--- src/rtl/solver_thread_scheduler.sv ---
// Round-robin time-slicing of one WalkSAT datapath across NUM_THREADS solver contexts.
// Tracks per-thread flip budgets and ends the run on SAT or when every thread is exhausted.
module solver_thread_scheduler #(
  parameter int unsigned NUM_THREADS = 4,
  parameter logic [31:0] MAX_FLIPS   = 32'h00FF_FFFF,
  parameter int unsigned SLICE_FLIPS = 16,
  parameter int unsigned COUNT_WIDTH = 11
) (
  input  logic                          clk_i,
  input  logic                          rst_i,
  input  logic                          load_end_i,
  input  logic                          cpu_start_i,
  output logic [$clog2(NUM_THREADS)-1:0] load_thread_o,
  output logic                          load_ready_o,
  output logic                          flip_req_o,
  input  logic                          flip_ack_i,
  input  logic [COUNT_WIDTH-1:0]        unsat_buffer_count_i,
  output logic [$clog2(NUM_THREADS)-1:0] thread_sel_o,
  output logic                          ctx_switch_o,
  output logic                          cpu_done_o,
  output logic                          sat_o,
  output logic [$clog2(NUM_THREADS)-1:0] sat_thread_o
);

  localparam int unsigned TW = $clog2(NUM_THREADS);
  localparam int unsigned SW = $clog2(SLICE_FLIPS + 1);

  typedef enum logic [2:0] {
    LOAD   = 3'd0,
    READY  = 3'd1,
    ISSUE  = 3'd2,
    EVAL   = 3'd3,
    SWITCH = 3'd4,
    DONE   = 3'd5
  } state_e;

  state_e                 state_q, state_d;
  logic [TW-1:0]          load_thread_q, load_thread_d;
  logic [TW-1:0]          sel_q, sel_d;
  logic [SW-1:0]          slice_q, slice_d;
  logic [COUNT_WIDTH-1:0] count_q, count_d;
  logic [NUM_THREADS-1:0] exh_q, exh_d;
  logic                   sat_q, sat_d;
  logic [TW-1:0]          sat_thread_q, sat_thread_d;
  logic [31:0]            flips_q [NUM_THREADS];
  logic                   flip_inc;
  logic [TW-1:0]          next_sel;

  // First non-exhausted thread after sel, wrapping; falls back to sel itself.
  always_comb begin
    logic          found;
    logic [TW-1:0] cand;
    next_sel = sel_q;
    found    = 1'b0;
    cand     = '0;
    for (int unsigned i = 1; i < NUM_THREADS; i++) begin
      cand = TW'(32'(sel_q) + i);
      if (!found && !exh_q[cand]) begin
        next_sel = cand;
        found    = 1'b1;
      end
    end
  end

  always_comb begin
    state_d       = state_q;
    load_thread_d = load_thread_q;
    sel_d         = sel_q;
    slice_d       = slice_q;
    count_d       = count_q;
    exh_d         = exh_q;
    sat_d         = sat_q;
    sat_thread_d  = sat_thread_q;
    flip_inc      = 1'b0;
    case (state_q)
      LOAD: begin
        if (load_end_i) begin
          if (load_thread_q == TW'(NUM_THREADS - 1)) state_d = READY;
          else load_thread_d = load_thread_q + TW'(1);
        end
      end
      READY: begin
        if (cpu_start_i) begin
          sel_d   = '0;
          slice_d = '0;
          state_d = ISSUE;
        end
      end
      ISSUE: begin
        if (flip_ack_i) begin
          count_d = unsat_buffer_count_i;
          state_d = EVAL;
        end
      end
      EVAL: begin
        flip_inc = 1'b1;
        slice_d  = slice_q + SW'(1);
        // SAT wins over exhaustion on the same flip.
        if (count_q == '0) begin
          sat_d        = 1'b1;
          sat_thread_d = sel_q;
          state_d      = DONE;
        end else if (flips_q[sel_q] + 32'd1 == MAX_FLIPS) begin
          exh_d[sel_q] = 1'b1;
          state_d      = (&exh_d) ? DONE : SWITCH;
        end else if (32'(slice_q) + 32'd1 == SLICE_FLIPS) begin
          state_d = SWITCH;
        end else begin
          state_d = ISSUE;
        end
      end
      SWITCH: begin
        slice_d = '0;
        sel_d   = next_sel;
        state_d = ISSUE;
      end
      DONE: begin
        state_d = DONE;
      end
      default: state_d = LOAD;
    endcase
  end

  always_ff @(posedge clk_i or posedge rst_i) begin
    if (rst_i) begin
      state_q       <= LOAD;
      load_thread_q <= '0;
      sel_q         <= '0;
      slice_q       <= '0;
      count_q       <= '0;
      exh_q         <= '0;
      sat_q         <= 1'b0;
      sat_thread_q  <= '0;
    end else begin
      state_q       <= state_d;
      load_thread_q <= load_thread_d;
      sel_q         <= sel_d;
      slice_q       <= slice_d;
      count_q       <= count_d;
      exh_q         <= exh_d;
      sat_q         <= sat_d;
      sat_thread_q  <= sat_thread_d;
    end
  end

  always_ff @(posedge clk_i or posedge rst_i) begin
    if (rst_i) begin
      for (int unsigned t = 0; t < NUM_THREADS; t++) flips_q[t] <= '0;
    end else begin
      for (int unsigned t = 0; t < NUM_THREADS; t++) begin
        if (flip_inc && sel_q == TW'(t)) flips_q[t] <= flips_q[t] + 32'd1;
      end
    end
  end

  assign load_thread_o = load_thread_q;
  assign load_ready_o  = (state_q == READY);
  assign flip_req_o    = (state_q == ISSUE);
  assign thread_sel_o  = sel_q;
  assign ctx_switch_o  = (state_q == SWITCH);
  assign cpu_done_o    = (state_q == DONE);
  assign sat_o         = sat_q;
  assign sat_thread_o  = sat_thread_q;

endmodule

--- config.mk ---
export PLATFORM = sky130hd
export DESIGN_NAME = solver_thread_scheduler
export DESIGN_NICKNAME = d
export VERILOG_FILES = /design/src/rtl/solver_thread_scheduler.sv
export SDC_FILE = /design/constraint.sdc
export NUM_CORES = 1
export LEC_CHECK = 0
export CORE_AREA = 5 5 125 127
export CTS_CLUSTER_DIAMETER = 200
export DETAILED_ROUTE_END_ITERATION = 8
export DIE_AREA = 0 0 130 132
export HOLD_SLACK_MARGIN = 0.05
export PLACE_DENSITY_LB_ADDON = 0.15
export SYNTH_ARGS = -nofsm -noshare
export SYNTH_HDL_FRONTEND = slang
export SYNTH_SLANG_ARGS = --single-unit
--- constraint.sdc ---
create_clock -name clk_i -period 5.4 [get_ports clk_i]
set_input_delay 0.81 -clock clk_i [delete_from_list [all_inputs] [get_ports clk_i]]
set_output_delay 0.81 -clock clk_i [all_outputs]
set_load 0.005 [all_outputs]
==> results of run 1 <==
cells in the final DEF (no fill, tap or decap), drive strengths merged, types with 5 or more instances in the layout:
master,synthesis,final
o21ai,17,17
nand2,83,83
clkinv,1,5
mux4,14,14
o21bai,5,5
and2,6,6
xor2,33,33
and3,22,22
inv,20,20
a21oi,8,8
mux2,15,15
nand3,63,63
nor2,49,49
nor4,5,5
ha,10,10
mux2i,5,5
nor3,15,15
dfrtp,158,158
clkdlybuf4s50,0,26
nand3b,5,5
clkbuf,8,21
xnor2,96,96
nand4,37,37
routing by layer:
metal	vias up	part of all wire, %
met4	0	1.1
li1	2606	-
met3	20	3.5
met1	2808	49
met5	-	0
met2	101	46
cell families after synthesis:
logic type,after synthesis
simple gates,305
mux,34
flops,158
buf+inv,35
fa+ha+maj,10
xor+xnor,129
compound gates,53
sequential cells by signal, summed over array words and instances (netlist names):
signal,cells
sat_o,1
slice_q,5
state_q,3
count_q,11
exh_q,4
thread_sel_o,2
load_thread_o,2
flips_q,128
sat_thread_o,2
stage by stage:
| stage | setup slack, ns | instance area [µm²] | hold WS, ns |
|---|---|---|---|
| after floorplan | 0.327 | 7920 | 0.435 |
| after global placement | 2.14 | 8300 | 0.450 |
| after detailed placement | 2.11 | 8300 | 0.467 |
| after CTS | 2.08 | 8930 | 0.476 |
| after global routing | 1.77 | 8930 | 0.493 |
| final | 2.10 | 8930 | 0.474 |
path summary, 6_finish.rpt:
path | depth (start not counted) | start | endpoint | slack [ns]
setup / recovery | 7 | thread_sel_o[1] | thread_sel_o[0] | 2.10
hold / removal | 1 | flips_q[103] | flips_q[103] | 0.47
setup reg to reg | 7 | thread_sel_o[1] | thread_sel_o[0] | 2.10
hold reg to reg | 1 | flips_q[103] | flips_q[103] | 0.47
max in group asynchronous | 3 | rst_i | flips_q[68] | 3.51
min in group asynchronous | 2 | rst_i | flips_q[18] | 0.84
worst max-delay path: cells and delay by family (launching register included):
kind,cells,cell delay (ns)
flip-flops,1,1.04
AND/OR/NAND/NOR,3,0.68
multiplexers,1,0.55
adder cells (fa/ha/maj),1,0.47
buffers and inverters,1,0.37
AO/OA/AOI/OAI,1,0.12
final cells by class:
type,instances,area (µm²),share of cell area [%]
Multi-Input combinational cell,531,3750,42.0
Clock buffer,21,460,5.16
Tap cell,184,230,2.58
Timing Repair Buffer,29,283,3.17
Clock inverter,10,163,1.82
Inverter,21,83.8,0.939
Sequential cell,158,3960,44.3
power by group through the flow:
stage,Combinational (mW),Sequential [mW],Clock [mW]
finish,0.566,1.51,1.26
global route,0.638,1.54,1.34
CTS,0.576,1.51,1.28
detailed placement,0.571,1.53,0
global placement,0.547,1.52,0
floorplan,0.523,1.43,0
==> run_results.csv, run 1 <==
group,metric,value,unit
floorplan,chipWidth,130,µm
timing,finalCriticalPeriod,3.30,ns
clocking,clk_pin_slew_worst_paths,0.06,ns
finish,final-instance-count-excl-fill,954,
drt,viasPerCell,5.80,
timing,grt_setup_unrepaired,"no",
floorplan,starting_density_of_the_core,55.4,%
worst_setup_path,critical-path-slowest-cell,"dfrtp_2",
drt,detailroute.via_count,5535,
timing,final.setup.tns,0,ns
finish,n_fill_cell,1169,
global_routing,grt_max_degree,65,
logic_synthesis,synth.largest_area_cell,"dfrtp_1",
logic_synthesis,post_synth_mux_area_share,7.07,%
clocking,tritoncts,"yes",
worst_setup_path,path_cells,"inv_1, ha_1, mux4_2, nand4_1, o21ai_0, or4_1, nand3_1",
power_and_ir_drop,p_seq_share,45.2,%
global_routing,gr-max-usage-layer,"met1",
clocking,clk_path_buf_depth,2,
global_routing,grt_antenna_before_repair,0,
floorplan,row_count,44,
logic_synthesis,post_synth_fa_ha_maj_area_fraction,1.58,%
drt,detail_route.drc_violations,0,
run,max_cap_viol_count,0,
clocking,cts_root_buf,"clkbuf_16",
global_routing,vias_in_the_first_global_route,5428,
drt,detailedRoute.firstIterationViolations,422,
clocking,htree_num_levels,4,
timing,timing_hold_violations_final,0,
place,gpl.final_weighted_congestion,0.857,
finish,insertedDiodeCount,0,
clocking,clkLatencyLatePin,0.43,ns
power_and_ir_drop,switching_power,947,µW
timing,setup_viol,0,
floorplan,die-height,132,µm
global_routing,globalRouteOverflowTotal,0,
timing,period_utilization_post_route,61.1,%
clocking,setup_fix_buffers_added_after_clock_tree_synthesis,0,
clocking,post_cts.resized_instances,0,
global_routing,gr-usage-all-layers,20.7,%
logic_synthesis,synthArstFlopShare,100,%
logic_synthesis,synth_top_family_by_area,"simple AND/OR/NAND/NOR gates",
global_routing,grt.met3_usage,4.62,%
power_and_ir_drop,p_sw_share,28.3,%
power_and_ir_drop,power_frac_clock,37.8,%
place,post-place-cells,923,
clocking,holdBufCountCts,0,
logic_synthesis,syn-cell-area,0.00792,mm²
logic_synthesis,syn_warnings,0,
worst_setup_path,criticalPathCategory,"register to register",
power_and_ir_drop,comb_power_share,16.9,%
logic_synthesis,synth-seq-area-share,49.9,%
logic_synthesis,synth_common_cells,"dfrtp_1, xnor2_1, nand2_1, nand3_1, nor2_1",
hold_path,worst_hold_path_type,"register to register",
drt,drt_first_pass_iters,5,
floorplan,floorplan.io_pins,27,
logic_synthesis,postSynthNetCount,750,
finish,post_route_cells_drive_above_1_share,9.61,%
logic_synthesis,post_synth_xor_area_fraction,14.3,%
timing,maxSlewHeadroom,32.5,%
power_and_ir_drop,powerDensity,374,mW/mm²
logic_synthesis,synth_top_area_share,49.9,%
clocking,cts.sinks,158,
status,run_status,"completed",
finish,area_growth_syn_to_layout,12.6,%
logic_synthesis,ys_top_cells_by_area,"dfrtp_1, xnor2_1, nand2_1",
drt,wire_per_inst,17.3,µm
worst_setup_path,timing.critical_path.to_type,"register",
logic_synthesis,post_synth.cell_area_avg,10.9,µm²
logic_synthesis,synth_edf_count,0,
finish,number_of_nets_in_the_finished_design,784,
finish,fin_util,62.4,%
power_and_ir_drop,leakage,3.87,nW
timing,timing_max_transition_violations_final,0,
worst_setup_path,startpoint_type,"register",
logic_synthesis,synth_simple_gate_area_share,19.9,%
global_routing,grt_util_met1,31.0,%
drt,antenna_violating_nets_post_route,0,
place,detailedPlacementHpwl,11800,µm
worst_setup_path,critical_path_peak_fanout,49,
power_and_ir_drop,ir_drop,0.275,mV
worst_setup_path,timing.critical_path.required,5.76,ns
global_routing,grt.met2_usage,30.8,%
power_and_ir_drop,p_total,3.34,mW
worst_setup_path,critical_path_arrival,3.66,ns
floorplan,design.core.area,0.0143,mm²
logic_synthesis,synthCells,724,
logic_synthesis,synth.lib_cells_used.distinct,60,
timing,finalClockSkew,0.00839,ns
timing,max_freq,0.303,GHz
power_and_ir_drop,cell_int_power,2.39,mW
logic_synthesis,ys_dominant_reg_cell,"dfrtp_1",
timing,max_slew.worst_pin.slew,1.01,ns
worst_setup_path,critical-path-max-stage-delay,1.04,ns
place,port_buffers,26,
floorplan,fp.dieArea,0.0172,mm²
logic_synthesis,synth_area_in_compound_gates,4.53,%
drt,finalWirelength,16500,µm
clocking,cts-buffers-inserted,17,
global_routing,grt_first_pass_wirelength,28100,µm
logic_synthesis,ys_ff_latch,158,
logic_synthesis,cell_with_the_most_instances_after_synthesis,"dfrtp_1",
Note: power is estimated with default switching activity, not from simulation.
==> run 2, diff against run 1 <==
CORE_AREA = 5 5 120 122   (was 5 5 125 127)
DIE_AREA = 0 0 125 127   (was 0 0 130 132)
clock period = 3.4 ns   (was 5.4 ns; I/O delays follow)
==> run 2 against run 1 <==
Final cell count down 0.21%. Register-to-register slack worse by 1.8 ns. Hold slack better by 0.0025 ns. Combinational power up 75%. Sequential share of layout area down 0.31 points. Die area down 7.5%. Wire length up 3.2%. Critical path type unchanged. Largest cell class unchanged. Largest power group unchanged.
==> run_results.csv, run 2 (synthesis results as in run 1) <==
group,metric,value,unit
status,run_status,"completed",
drt,viasPerCell,5.87,
run,max_cap_viol_count,0,
clocking,clk_path_buf_depth,2,
finish,final_area,0.00899,mm²
clocking,cts.sinks,158,
finish,layout.cells.most_common_list,"dfrtp_1, xnor2_1, nand2_1, nand3_1, nor2_1",
timing,finalClockSkew,0.00733,ns
drt,finalWirelength,17000,µm
timing,timing_max_transition_violations_final,0,
finish,largest_register_ff_count,128,
place,detailedPlacementHpwl,12200,µm
clocking,htree_num_levels,4,
clocking,setup_fix_buffers_added_after_clock_tree_synthesis,0,
clocking,cts_root_buf,"clkbuf_16",
drt,detailroute.via_count,5589,
timing,final.setup.tns,0,ns
clocking,clkLatencyLatePin,0.43,ns
power_and_ir_drop,leakage,3.91,nW
timing,setup_viol,0,
drt,drt_first_pass_iters,6,
power_and_ir_drop,ir_drop,0.513,mV
floorplan,row_count,42,
timing,maxSlewHeadroom,40.4,%
drt,detail_route.drc_violations,0,
finish,area_growth_syn_to_layout,13.5,%
global_routing,grt_first_pass_wirelength,28700,µm
hold_path,worst_hold_path_type,"register to register",
power_and_ir_drop,p_total,5.35,mW
place,port_buffers,26,
drt,wire_per_inst,17.9,µm
clocking,holdBufCountCts,0,
worst_setup_path,critical_path_arrival,3.40,ns
clocking,cts-buffers-inserted,17,
floorplan,starting_density_of_the_core,60.6,%
global_routing,gr-usage-all-layers,22.6,%
worst_setup_path,startpoint_type,"register",
global_routing,globalRouteOverflowTotal,0,
floorplan,die-height,127,µm
finish,final_common_cell,"dfrtp_1",
worst_setup_path,critical_path_peak_fanout,26,
floorplan,chipWidth,125,µm
global_routing,vias_in_the_first_global_route,5567,
global_routing,grt_antenna_before_repair,0,
finish,max_flop_register,"flips_q",
place,placed_area,0.00837,mm²
floorplan,fp.dieArea,0.0159,mm²
worst_setup_path,timing.critical_path.to_type,"register",
place,gpl.final_weighted_congestion,0.843,
finish,post_route_cells_drive_above_1_share,10.6,%
finish,number_of_nets_in_the_finished_design,789,
timing,grt_setup_unrepaired,"no",
floorplan,design.core.area,0.0131,mm²
drt,antenna_violating_nets_post_route,0,
worst_setup_path,criticalPathCategory,"register to register",
timing,timing_hold_violations_final,0,
finish,insertedDiodeCount,0,
clocking,clk_pin_slew_worst_paths,0.06,ns
worst_setup_path,timing.critical_path.required,3.74,ns
timing,max_slew.worst_pin.slew,0.892,ns
timing,finalCriticalPeriod,3.07,ns
timing,max_freq,0.326,GHz
global_routing,grt_max_degree,57,
floorplan,floorplan.io_pins,27,
power_and_ir_drop,powerDensity,594,mW/mm²
timing,period_utilization_post_route,90.2,%
drt,detailedRoute.firstIterationViolations,412,
clocking,post_cts.resized_instances,0,
finish,largest_registers,"flips_q x128, count_q x11, slice_q x5",
clocking,tritoncts,"yes",
run 2: cell count changes in the layout (fill, tap and decap cells not counted), sizes merged:
cell	delta
clkinv	+1
clkbuf	-1
inv	+1
buf	+5
clkinvlp	+1
bufinv	-1
run 2: routing by layer:
layer,wire length (µm),track usage (%),share of wire [%]
met5,0,0,0
met4,332,7.72,2.0
met3,740,4.42,4.3
met2,7980,34.6,47
met1,7970,32.6,47
run 2: area by class of cell:
type	instances	area (µm²)
multi-input cells	531	3750
well taps	176	220
flip-flops and latches	158	3960
clock inverters	12	159
fillers	989	4090
inverters	21	82.6
repair buffers	34	358
clock buffers	20	467
run 2: path summary, 6_finish.rpt:
kind / cells after the start / endpoint / slack [ns] / start
max: 10 / exh_q[1] / 0.33 / thread_sel_o[1]
min in group asynchronous: 2 / flips_q[71] / 0.62 / rst_i
min reg2reg: 1 / flips_q[31] / 0.48 / flips_q[31]
max in group asynchronous: 3 / flips_q[111] / 2.00 / rst_i
max reg2reg: 10 / exh_q[1] / 0.33 / thread_sel_o[1]
min: 1 / flips_q[31] / 0.48 / flips_q[31]
run 2: critical path: stages (launching register included):
cell and delay, ns:
dfrtp_4 0.63, buf_4 0.23, buf_4 0.17, nand3_1 0.09, o211ai_1 0.12, o21a_1 0.16, o2111ai_1 0.17, nor4_1 0.39
mux2i_1 0.52, nand3_2 0.25, o21bai_1 0.22
run 2: metrics by stage:
| stage | hold WS (ns) | setup slack [ns] | std cells | utilization, % |
|---|---|---|---|---|
| after floorplan | 0.435 | 0.786 | 724 | - |
| after global placement | 0.458 | 0.346 | 920 | 63.9 |
| after detailed placement | 0.457 | 0.335 | 920 | 63.9 |
| after CTS | 0.477 | 0.247 | 952 | 68.7 |
| after global routing | 0.490 | 0.117 | 952 | 68.7 |
| final | 0.476 | 0.333 | 952 | 68.7 |
run 2: where the power goes:
group	switching (mW)	internal, mW	total [mW]
registers	0.268	2.09	2.36
logic	0.509	0.481	0.990
clock network	0.775	1.22	1.99
